===== src/rtl/dtc_tree_walker_if.sv =====
// Handshake and configuration bundle between a feature producer/class consumer
// and the sequential decision-tree walker.
interface dtc_tree_walker_if #(
   parameter int IN_W    = 10,
   parameter int FEAT_W  = 4,
   parameter int NODE_AW = 4
) ();
   localparam int ENTRY_W = 2 + FEAT_W + 2 * NODE_AW;

   logic               cfg_we;
   logic [NODE_AW-1:0] cfg_addr;
   logic [ENTRY_W-1:0] cfg_wdata;
   logic               in_valid;
   logic               in_ready;
   logic [IN_W-1:0]    inp;
   logic               out_valid;
   logic               out_ready;
   logic               outp;
   logic               out_err;
   logic               busy;

   modport slave (
      input  cfg_we, cfg_addr, cfg_wdata, in_valid, inp, out_ready,
      output in_ready, out_valid, outp, out_err, busy
   );

   modport master (
      output cfg_we, cfg_addr, cfg_wdata, in_valid, inp, out_ready,
      input  in_ready, out_valid, outp, out_err, busy
   );
endinterface


===== src/rtl/dtc_tree_walker.sv =====
// Walks a run-time-loadable binary decision tree one node per clock and
// returns a 1-bit class, flagging step-limit or bad-feature walks as errors.
module dtc_tree_walker #(
   parameter int IN_W      = 10,
   parameter int FEAT_W    = 4,
   parameter int NODE_AW   = 4,
   parameter int MAX_STEPS = 8
) (
   input  logic              clk,
   input  logic              rst,
   dtc_tree_walker_if.slave  bus
);
   localparam int ENTRY_W = 2 + FEAT_W + 2 * NODE_AW;
   localparam int NODES   = 1 << NODE_AW;
   localparam int FEAT_N  = 1 << FEAT_W;
   localparam logic [ENTRY_W-1:0] RESET_ENTRY = {1'b1, {(ENTRY_W-1){1'b0}}};
   localparam logic [7:0] STEP_LAST = 8'(MAX_STEPS - 1);

   typedef enum logic [1:0] {IDLE, WALK, DONE} state_t;

   state_t             state_reg, state_next;
   logic [IN_W-1:0]    inp_reg, inp_next;
   logic [NODE_AW-1:0] cur_reg, cur_next;
   logic [7:0]         steps_reg, steps_next;
   logic               outp_reg, outp_next;
   logic               err_reg, err_next;

   logic [ENTRY_W-1:0] table_reg [NODES];
   logic               tbl_we;
   logic               accept;

   logic [ENTRY_W-1:0] node;
   logic               node_leaf;
   logic               node_val;
   logic [FEAT_W-1:0]  node_feat;
   logic [NODE_AW-1:0] node_lo;
   logic [NODE_AW-1:0] node_hi;
   logic [FEAT_N-1:0]  inp_ext;
   logic               feat_bad;
   logic [NODE_AW-1:0] next_node;

   // The table only accepts writes while idle so a walk always sees a stable tree.
   assign tbl_we = (state_reg == IDLE) && bus.cfg_we;

   generate
      for (genvar gi = 0; gi < NODES; gi++) begin : g_table
         always_ff @(posedge clk or posedge rst) begin
            if (rst) begin
               table_reg[gi] <= RESET_ENTRY;
            end else if (tbl_we && (bus.cfg_addr == NODE_AW'(gi))) begin
               table_reg[gi] <= bus.cfg_wdata;
            end
         end
      end
   endgenerate

   assign node      = table_reg[cur_reg];
   assign node_leaf = node[ENTRY_W-1];
   assign node_val  = node[ENTRY_W-2];
   assign node_feat = node[2*NODE_AW +: FEAT_W];
   assign node_lo   = node[NODE_AW +: NODE_AW];
   assign node_hi   = node[0 +: NODE_AW];

   // Zero-extend the vector so an out-of-range feature index still reads a defined bit.
   assign inp_ext   = FEAT_N'(inp_reg);
   assign feat_bad  = int'(node_feat) >= IN_W;
   assign next_node = inp_ext[node_feat] ? node_hi : node_lo;

   assign bus.in_ready  = !rst && (state_reg == IDLE) && !bus.cfg_we;
   assign accept        = bus.in_valid && bus.in_ready;
   assign bus.out_valid = (state_reg == DONE);
   assign bus.busy      = (state_reg != IDLE);
   assign bus.outp      = outp_reg;
   assign bus.out_err   = err_reg;

   always_ff @(posedge clk or posedge rst) begin
      if (rst) begin
         state_reg <= IDLE;
         inp_reg   <= '0;
         cur_reg   <= '0;
         steps_reg <= '0;
         outp_reg  <= 1'b0;
         err_reg   <= 1'b0;
      end else begin
         state_reg <= state_next;
         inp_reg   <= inp_next;
         cur_reg   <= cur_next;
         steps_reg <= steps_next;
         outp_reg  <= outp_next;
         err_reg   <= err_next;
      end
   end

   always_comb begin
      state_next = state_reg;
      inp_next   = inp_reg;
      cur_next   = cur_reg;
      steps_next = steps_reg;
      outp_next  = outp_reg;
      err_next   = err_reg;
      case (state_reg)
         IDLE: begin
            if (accept) begin
               inp_next   = bus.inp;
               cur_next   = '0;
               steps_next = '0;
               state_next = WALK;
            end
         end
         WALK: begin
            if (node_leaf) begin
               outp_next  = node_val;
               err_next   = 1'b0;
               state_next = DONE;
            end else if (feat_bad || (steps_reg == STEP_LAST)) begin
               outp_next  = 1'b0;
               err_next   = 1'b1;
               state_next = DONE;
            end else begin
               cur_next   = next_node;
               steps_next = steps_reg + 8'd1;
            end
         end
         DONE: begin
            if (bus.out_ready) begin
               state_next = IDLE;
            end
         end
         default: state_next = IDLE;
      endcase
   end
endmodule


===== src/flat_wrapper.sv =====
// flat-port wrapper written by rule: the top's interface ports become plain ports
module dtc_tree_walker_flat 
#(
   parameter int IN_W      = 10,
   parameter int FEAT_W    = 4,
   parameter int NODE_AW   = 4,
   parameter int MAX_STEPS = 8
)
  (clk, rst, bus_cfg_we, bus_cfg_addr, bus_cfg_wdata, bus_in_valid, bus_inp, bus_out_ready, bus_in_ready, bus_out_valid, bus_outp, bus_out_err, bus_busy);
  dtc_tree_walker_if #(.IN_W(IN_W), .FEAT_W(FEAT_W), .NODE_AW(NODE_AW)) bus_i ();
  input  logic clk;
  input  logic rst;
  input wire logic [$bits(bus_i.cfg_we)-1:0] bus_cfg_we;
  input wire logic [$bits(bus_i.cfg_addr)-1:0] bus_cfg_addr;
  input wire logic [$bits(bus_i.cfg_wdata)-1:0] bus_cfg_wdata;
  input wire logic [$bits(bus_i.in_valid)-1:0] bus_in_valid;
  input wire logic [$bits(bus_i.inp)-1:0] bus_inp;
  input wire logic [$bits(bus_i.out_ready)-1:0] bus_out_ready;
  output wire logic [$bits(bus_i.in_ready)-1:0] bus_in_ready;
  output wire logic [$bits(bus_i.out_valid)-1:0] bus_out_valid;
  output wire logic [$bits(bus_i.outp)-1:0] bus_outp;
  output wire logic [$bits(bus_i.out_err)-1:0] bus_out_err;
  output wire logic [$bits(bus_i.busy)-1:0] bus_busy;
  assign bus_i.cfg_we = bus_cfg_we;
  assign bus_i.cfg_addr = bus_cfg_addr;
  assign bus_i.cfg_wdata = bus_cfg_wdata;
  assign bus_i.in_valid = bus_in_valid;
  assign bus_i.inp = bus_inp;
  assign bus_i.out_ready = bus_out_ready;
  assign bus_in_ready = bus_i.in_ready;
  assign bus_out_valid = bus_i.out_valid;
  assign bus_outp = bus_i.outp;
  assign bus_out_err = bus_i.out_err;
  assign bus_busy = bus_i.busy;
  dtc_tree_walker #(.IN_W(IN_W), .FEAT_W(FEAT_W), .NODE_AW(NODE_AW), .MAX_STEPS(MAX_STEPS)) u_core (.clk(clk), .rst(rst), .bus(bus_i));
endmodule

===== config.mk =====
export PLATFORM = sky130hd
export DESIGN_NAME = dtc_tree_walker_flat
export DESIGN_NICKNAME = d
export VERILOG_FILES = /design/src/rtl/dtc_tree_walker_if.sv /design/src/rtl/dtc_tree_walker.sv /design/src/flat_wrapper.sv
export SDC_FILE = /design/constraint.sdc
export NUM_CORES = 1
export LEC_CHECK = 0
export ABC_AREA = 0
export BUFFER_PORTS_ARGS = -buffer_cell sky130_fd_sc_hd__buf_2
export CORE_MARGIN = 2
export CORE_UTILIZATION = 62
export CTS_CLUSTER_DIAMETER = 60
export CTS_CLUSTER_SIZE = 30
export DETAILED_ROUTE_END_ITERATION = 10
export GPL_TIMING_DRIVEN = 0
export PLACE_DENSITY = 0.9
export SLEW_MARGIN = 20
export SYNTH_ARGS = -nofsm -noshare
export SYNTH_HDL_FRONTEND = slang
export SYNTH_SLANG_ARGS = --single-unit

===== constraint.sdc =====
create_clock -name clk -period 9.59 [get_ports clk]
set_clock_uncertainty 0.15 [all_clocks]
set_input_delay 0.4795 -clock clk [delete_from_list [all_inputs] [get_ports clk]]
set_output_delay 0.4795 -clock clk [all_outputs]
set_load 0.01 [all_outputs]

==> results of run 1 <==
## worst register-to-register path: cells and delay by family, from the launching register on
kind | cells | cell delay, ns
AND/OR/NAND/NOR | 4 | 1.40
buffers and inverters | 1 | 0.83
multiplexers | 1 | 0.43
flip-flops | 1 | 0.40
## routing by layer
metal  wire, µm  share of wire, %  vias to the layer above  track usage [%]
met5          0                 0                        -                0
met4        873               3.3                        0            9.526
met3       1441               5.4                       61            4.484
met2      12990                49                      231            44.46
met1      11250                42                     3755            39.19
li1           -                 -                     2950                -
## synthesized netlist by cell type, types with 2 or more instances
| library cell | number | area (µm²) |
|---|---|---|
| sky130_fd_sc_hd__clkbuf_8 | 8 | 110.1 |
| sky130_fd_sc_hd__mux4_2 | 54 | 1216 |
| sky130_fd_sc_hd__dfrtp_1 | 234 | 5856 |
| sky130_fd_sc_hd__a21oi_1 | 3 | 15.01 |
| sky130_fd_sc_hd__and3_1 | 2 | 12.51 |
| sky130_fd_sc_hd__dfstp_2 | 16 | 420.4 |
| sky130_fd_sc_hd__a221oi_1 | 2 | 17.52 |
| sky130_fd_sc_hd__nand2_1 | 47 | 176.4 |
| sky130_fd_sc_hd__a211oi_1 | 8 | 60.06 |
| sky130_fd_sc_hd__o221ai_1 | 4 | 35.03 |
| sky130_fd_sc_hd__mux4_1 | 6 | 157.7 |
| sky130_fd_sc_hd__buf_1 | 7 | 26.28 |
| sky130_fd_sc_hd__a211o_2 | 3 | 30.03 |
| sky130_fd_sc_hd__nand2b_1 | 3 | 18.77 |
| sky130_fd_sc_hd__nor3_1 | 3 | 15.01 |
| sky130_fd_sc_hd__nand3_1 | 3 | 15.01 |
| sky130_fd_sc_hd__nand4b_1 | 2 | 17.52 |
| sky130_fd_sc_hd__a22oi_1 | 5 | 37.54 |
| sky130_fd_sc_hd__xor2_1 | 6 | 52.55 |
| sky130_fd_sc_hd__buf_6 | 5 | 56.30 |
| sky130_fd_sc_hd__clkbuf_1 | 29 | 108.9 |
| sky130_fd_sc_hd__and2_1 | 6 | 37.54 |
| sky130_fd_sc_hd__mux2_2 | 225 | 2534 |
| sky130_fd_sc_hd__nor2b_1 | 4 | 25.02 |
| sky130_fd_sc_hd__buf_2 | 2 | 10.01 |
| sky130_fd_sc_hd__buf_4 | 3 | 22.52 |
| sky130_fd_sc_hd__inv_1 | 10 | 37.54 |
| sky130_fd_sc_hd__or2b_2 | 2 | 17.52 |
| sky130_fd_sc_hd__mux2i_1 | 18 | 180.2 |
| sky130_fd_sc_hd__nand4_1 | 5 | 31.28 |
| sky130_fd_sc_hd__nor2_1 | 18 | 67.56 |
| sky130_fd_sc_hd__o21ai_1 | 2 | 10.01 |
## cells by family after synthesis
kind of cell | Yosys count | share of synthesized area (%)
flops | 250 | 53.85
simple gates | 108 | 4.606
xor+xnor | 6 | 0.4509
mux | 303 | 35.08
compound gates | 37 | 2.588
buf+inv | 65 | 3.318
fa+ha+maj | 1 | 0.1073
## metrics by stage
stage / setup TNS [ns] / hold WS [ns] / util (%) / cells / power [mW]
finish: 0 / 0.02992 / 68.85 / 1072 / 4.211
global route: 0 / 0.04073 / 68.85 / 1072 / 4.411
CTS: 0 / 0.02492 / 68.82 / 1072 / 4.210
detailed placement: 0 / 0.3194 / 65.58 / 1041 / 3.416
global placement: -86.73 / 0.3093 / 65.24 / 1039 / 3.318
floorplan: 0 / 0.2950 / - / 770 / 2.999
## power by group
group	total, mW	leakage (nW)	switching, mW	internal, mW
clock	0.787	0.280	0.409	0.378
sequential	1.80	3.11	0.251	1.54
combinational	1.63	2.20	0.718	0.909
total	4.21	5.58	1.38	2.83
## worst max-delay path by stage
stage	endpoint	slack [ns]	cells after the start
finish	u_core.table_reg[165]$_DFFE_PP0P_	6.26	6
global route	u_core.table_reg[186]$_DFFE_PP0P_	6.23	5
CTS	u_core.table_reg[218]$_DFFE_PP0P_	6.39	6
detailed placement	u_core.table_reg[189]$_DFFE_PP0P_	6.44	5
global placement	u_core.table_reg[132]$_DFFE_PP0P_	-0.39	2
floorplan	u_core.bus.out_err$_DFFE_PP0P_	2.12	1
## cell usage in the layout, fill, tap and decap left out, types with 4 or more instances in the layout
cell type	n
sky130_fd_sc_hd__mux2_2	225
sky130_fd_sc_hd__clkbuf_8	8
sky130_fd_sc_hd__nand4_1	5
sky130_fd_sc_hd__a22oi_1	5
sky130_fd_sc_hd__a211oi_1	8
sky130_fd_sc_hd__nor2b_1	4
sky130_fd_sc_hd__mux4_2	54
sky130_fd_sc_hd__mux4_1	6
sky130_fd_sc_hd__buf_1	7
sky130_fd_sc_hd__nor2_1	18
sky130_fd_sc_hd__dfrtp_1	234
sky130_fd_sc_hd__buf_2	37
sky130_fd_sc_hd__o221ai_1	4
sky130_fd_sc_hd__buf_6	5
sky130_fd_sc_hd__clkbuf_16	17
sky130_fd_sc_hd__inv_1	9
sky130_fd_sc_hd__nand2_1	47
sky130_fd_sc_hd__dfstp_2	16
sky130_fd_sc_hd__xor2_1	6
sky130_fd_sc_hd__mux2i_1	18
sky130_fd_sc_hd__clkbuf_1	29
sky130_fd_sc_hd__and2_1	6
## cell type report
class,instances,area (µm²)
clock inverters,13,167.7
plain buffers,55,349.1
repair buffers,38,240.2
clock buffers,17,425.4
inverters,10,45.04
fillers,1198,5788
flip-flops and latches,250,6276
multi-input cells,455,4996
well taps,234,292.8
==> results_dict.tcl, run 1 <==
set metrics [dict create \
    placement.cell_area_um2 12180 \
    gpl.final_weighted_congestion 0.8021 \
    grt_overflow_total 0 \
    synth_warnings 0 \
    detailroute.via_count 6997 \
    avgSynthCellArea_um2 15.13 \
    fp.dieArea_um2 19910 \
    synth.yosys.seq_area_share_pct 53.85 \
    status "completed" \
    worst_slew_pin_slew_ns 1.149 \
    hold_path_end "u_core.inp_reg[0]$_DFFE_PP0P_" \
    finalCritPeriodShare_pct 34.74 \
    design.portCount 38 \
    timing.fmax_mhz 300.2 \
    final.min_clock_period_ns 3.331 \
    number_of_failing_hold_endpoints_at_the_final_stage 0 \
    synth_async_sr_flop_share_pct 100.0 \
    critical_path.reg2reg.endpoint "u_core.table_reg[165]$_DFFE_PP0P_" \
    cts_buffers 17 \
    grt_pass1_wl_mm 41.78 \
    post-route-worst-setup-slack_ns 6.259 \
    post_cts.resized_instances 0 \
    hold_path_startpoint "bus_inp[0]" \
    pre_cts_ws_ns 6.442 \
    clk_latency_ns 0.51 \
    tritoncts "built" \
    number_of_enable_type_register_cells_in_the_synthesized_netlist 0 \
    drt-initial-drc-count 524 \
    cts_root_buffer "sky130_fd_sc_hd__clkbuf_16" \
    die_x_um 141.1 \
    timing.reg2reg.worst_path_depth 6 \
    critical_path.max_fanout 10 \
    ctsLongestPathBuffers 3 \
    max-slew-margin-rel_pct 22.81 \
    rsz0062_at_grt "no" \
    detail-route-antenna-nets 0 \
    core_region_area_um2 18580 \
    highest_ir_drop_seen_on_vdd_v 0.0001722 \
    worstSetupPathType "flip-flop to flip-flop" \
    hpwl_detailed_mm 17.20 \
    endpoint_kind "flip-flop" \
    final_cell_area_um2 12790 \
    timing.critical_path.buf_inv 1 \
    synth_ff_type "sky130_fd_sc_hd__dfrtp_1" \
    design.final.nets 861 \
    number_of_core_rows 50 \
    p_leak_nw 5.583 \
    floorplan.initialDensity_pct 62.72 \
    holdBufCountCts 1 \
    port_buffers 35 \
    worstSetupStartpointType "flip-flop" \
    reg2reg_setup_slack_ns 6.26 \
    drive_gt1_share_pct 47.49 \
    die-height_um 141.1 \
    ys_ff_latch 250 \
    cts.clk_slew.worst_paths_ns 0.11 \
    drv_slew 0 \
    routed_via_density 6.527 \
    pin_count_of_the_biggest_net_entering_global_routing 91 \
    yosys.cell_types.count 57 \
    cp.arrival_ns 3.57 \
    mappedNetlistArea_um2 11650 \
    p_per_area_nw_per_um2 329.2 \
    post_drt_wl_per_cell_um 24.77 \
    cpMaxStageDelayCell "sky130_fd_sc_hd__clkbuf_1" \
    grt.total_usage_pct 27.67 \
    largest_register_ffs 224 \
    r2r_start "u_core.state_reg[0]$_DFFE_PP0P_" \
    syn-num-nets 804 \
    worstPathCellList "nor2_1 > nand2_1 > or3_1 > nor2_1 > clkbuf_1 > mux2_2" \
    whs_path_depth 3 \
    vias_in_the_first_global_route 7383 \
    worst_path_dominant_cell_family "simple AND/OR/NAND/NOR gates" \
    post_synth_inst_count 770 \
    drt_drc_violations_left 0 \
    critical_path.max_stage_delay_ns 0.82 \
    critPathLaunch "u_core.state_reg[0]$_DFFE_PP0P_" \
    timing.max_cap.violations 0 \
    hold_path_class "input port to flip-flop" \
    cts.sinks 250 \
    setup_viol 0 \
    flow.area_growth_from_synthesis_pct 9.771 \
    critPathRequiredTime_ns 9.83 \
    number_of_antenna_violations_at_the_first_check_in_global_routing 0 \
    drt-pass1-iter-count 4 \
    diodes 0 \
    cts.repair_timing.setup_buffer_count 0 \
    cpMostUsedCell "sky130_fd_sc_hd__nor2_1" \
    finalWirelength_mm 26.55 \
    htree_levels 1 \
]
Note: power is estimated with default switching activity, not from simulation.
==> inputs of run 2 (changes only) <==
- CORE_UTILIZATION: 62 -> 56
- PLACE_DENSITY: 0.9 -> 0.86
- clock period: 9.59 -> 2.95 ns (I/O delays scaled with it)
==> run 2 against run 1 <==
Register-to-register slack worse by 6.2 ns. Critical endpoint is now u_core.table_reg[166]$_DFFE_PP0P_. Design area is 4.7% higher. Largest power group unchanged. Die area is 10% higher.
==> results_dict.tcl, run 2 (same netlist as run 1, synthesis figures left out) <==
set metrics [dict create \
    vias_in_the_first_global_route 7545 \
    grt_overflow_total 0 \
    combinationalPowerShare_pct 39.1 \
    reg2reg_setup_slack_ns 0.02 \
    cts_root_buffer "sky130_fd_sc_hd__clkbuf_16" \
    die-height_um 148.3 \
    mostFrequentLayoutCells "sky130_fd_sc_hd__dfrtp_1, sky130_fd_sc_hd__mux2_2, sky130_fd_sc_hd__mux4_2, sky130_fd_sc_hd__nand2_1, sky130_fd_sc_hd__buf_2" \
    number_of_core_rows 52 \
    largest_register_ffs 224 \
    hpwl_detailed_mm 17.97 \
    grt_pass1_wl_mm 44.06 \
    drive_gt1_share_pct 48.29 \
    r2r_start "u_core.state_reg[0]$_DFFE_PP0P_" \
    max-slew-margin-rel_pct 34.16 \
    detail-route-antenna-nets 0 \
    detailroute.via_count 7113 \
    clk_latency_ns 0.51 \
    cts_buffers 18 \
    share_clk_of_total_power_pct 19.8 \
    leading_cell_type_in_the_layout_fill_and_taps_excluded "sky130_fd_sc_hd__dfrtp_1" \
    cts.sinks 250 \
    design.portCount 38 \
    placement.cell_area_um2 12310 \
    worstSetupPathType "flip-flop to flip-flop" \
    htree_levels 1 \
    fp.dieArea_um2 21980 \
    total_power_mw 14.21 \
    drt-initial-drc-count 482 \
    port_buffers 35 \
    share_seq_of_total_power_pct 41.1 \
    critical_path.max_fanout 10 \
    cts.clk_slew.worst_paths_ns 0.09 \
    cpMostUsedCell "sky130_fd_sc_hd__nor2_1" \
    timing.max_cap.violations 0 \
    whs_path_depth 5 \
    cp.arrival_ns 3.18 \
    hold_path_end "u_core.steps_reg[1]$_DFFE_PP0P_" \
    ctsLongestPathBuffers 3 \
    final.min_clock_period_ns 2.933 \
    grt.total_usage_pct 26.47 \
    finalWirelength_mm 27.87 \
    routed_via_density 6.207 \
    cp_num_cells 6 \
    number_of_antenna_violations_at_the_first_check_in_global_routing 0 \
    tns_ns 0 \
    flow.area_growth_from_synthesis_pct 14.88 \
    worst_slew_pin_slew_ns 0.9876 \
    hold_path_startpoint "bus_cfg_we" \
    power_switching_mw 4.615 \
    rsz0062_at_grt "yes" \
    critical_path.reg2reg.endpoint "u_core.table_reg[166]$_DFFE_PP0P_" \
    multi_input_area_um2 5046 \
    drv_slew 0 \
    endpoint_kind "flip-flop" \
    hold_path_class "input port to flip-flop" \
    area_occupied_by_registers_um2 6277 \
    critPathRequiredTime_ns 3.20 \
    setup_viol 0 \
    finalCritPeriodShare_pct 99.41 \
    status "completed" \
    layout.cells.non_filler 1146 \
    post_drt_wl_per_cell_um 24.32 \
    timing.critical_path.buf_inv 1 \
    p_leak_nw 5.820 \
    p_per_area_nw_per_um2 1061 \
    fin_hold_ws_ns 0.01472 \
    final_cell_area_um2 13390 \
    floorplan.initialDensity_pct 57.41 \
    tritoncts "built" \
    core_region_area_um2 20300 \
    cpMaxStageDelayCell "sky130_fd_sc_hd__nor2_1" \
    timing.fmax_mhz 341.0 \
    design.final.nets 898 \
    worstPathCellList "nor2_1 > nand2_1 > or3_1 > nor2_1 > clkbuf_2 > mux2_2" \
    place_inst 1082 \
    worst_path_dominant_cell_family "simple AND/OR/NAND/NOR gates" \
    timing.reg2reg.worst_path_depth 6 \
    highest_ir_drop_seen_on_vdd_v 0.0005813 \
    die_x_um 148.3 \
    gpl.final_weighted_congestion 0.7958 \
    worstSetupStartpointType "flip-flop" \
    drt_drc_violations_left 0 \
    diodes 0 \
    critical_path.max_stage_delay_ns 0.61 \
    number_of_failing_hold_endpoints_at_the_final_stage 0 \
    drt-pass1-iter-count 4 \
    power.switching_fraction_pct 32.48 \
    final.fill_count 1372 \
    cell_internal_pwr_mw 9.594 \
    pin_count_of_the_biggest_net_entering_global_routing 36 \
]
-- run 2: changes by cell type in the layout (fill, tap and decap cells not counted), moves of 6 or more --
cell                            previous run  this run
sky130_fd_sc_hd__clkbuf_2                  0         7
sky130_fd_sc_hd__dlygate4sd3_1             1        31
sky130_fd_sc_hd__buf_12                    0         7
sky130_fd_sc_hd__clkbuf_1                 29        23
-- run 2: how the worst max path moves through the flow --
stage	endpoint	slack, ns	from
finish	u_core.table_reg[166]$_DFFE_PP0P_	0.02	u_core.state_reg[0]$_DFFE_PP0P_
global placement	u_core.table_reg[34]$_DFFE_PP0P_	-2.05	rst
floorplan	u_core.bus.out_err$_DFFE_PP0P_	-0.62	rst
CTS	u_core.cur_reg[1]$_DFFE_PP0P_	0.02	u_core.cur_reg[0]$_DFFE_PP0P_
detailed placement	u_core.table_reg[183]$_DFFE_PP0P_	-0.20	u_core.state_reg[0]$_DFFE_PP0P_
global route	u_core.table_reg[165]$_DFFE_PP0P_	-0.08	u_core.state_reg[0]$_DFFE_PP0P_
-- run 2: final cells by class --
cell class              count  share of cell area (%)
plain buffers              55                   2.860
inverters                  10                  0.3084
clock inverters            10                   1.215
multi-input cells         455                   37.69
flip-flops and latches    250                   46.89
well taps                 270                   2.523
clock buffers              22                   3.785
repair buffers             74                   4.729
-- run 2: layer usage --
metal  vias to the layer above  track usage, %  part of all wire (%)
met5                         -               0                     0
met2                       234           43.17                    49
li1                       3036               -                     -
met3                        64           3.650                   5.3
met4                         0           8.667                   3.2
met1                      3779           37.37                    42
-- run 2: metrics by stage --
step,util (%),worst slack [ns]
floorplan,-,-0.6221
detailed placement,60.64,-0.2014
global placement,59.95,-2.046
CTS,65.66,0.02001
global route,65.95,-0.08265
finish,65.95,0.01728
-- run 2: worst min-delay path, cell delays in order --
cell	delay (ns)
sky130_fd_sc_hd__buf_2	0.11
sky130_fd_sc_hd__nor3_1	0.08
sky130_fd_sc_hd__nand2_1	0.10
sky130_fd_sc_hd__nand2_1	0.06
sky130_fd_sc_hd__o21ai_0	0.14
-- run 2: timing repair --
| item | CTS | global route |
|---|---|---|
| hold endpoints to repair | 110 | 0 |
| buffers inserted | 1 | 0 |
| endpoints found under the setup margin | 54 | 66 |
| hold buffers | 31 | 0 |
| pin swaps | 1 | 2 |
| gates resized for setup | 10 | 21 |
-- run 2: power by group through the flow --
stage	combinational, mW	sequential (mW)	clock (mW)
floorplan	4.17	5.58	0
global placement	5.07	5.76	0
detailed placement	5.28	5.86	0
CTS	5.40	5.82	2.83
global route	5.92	6.02	2.95
finish	5.56	5.85	2.81
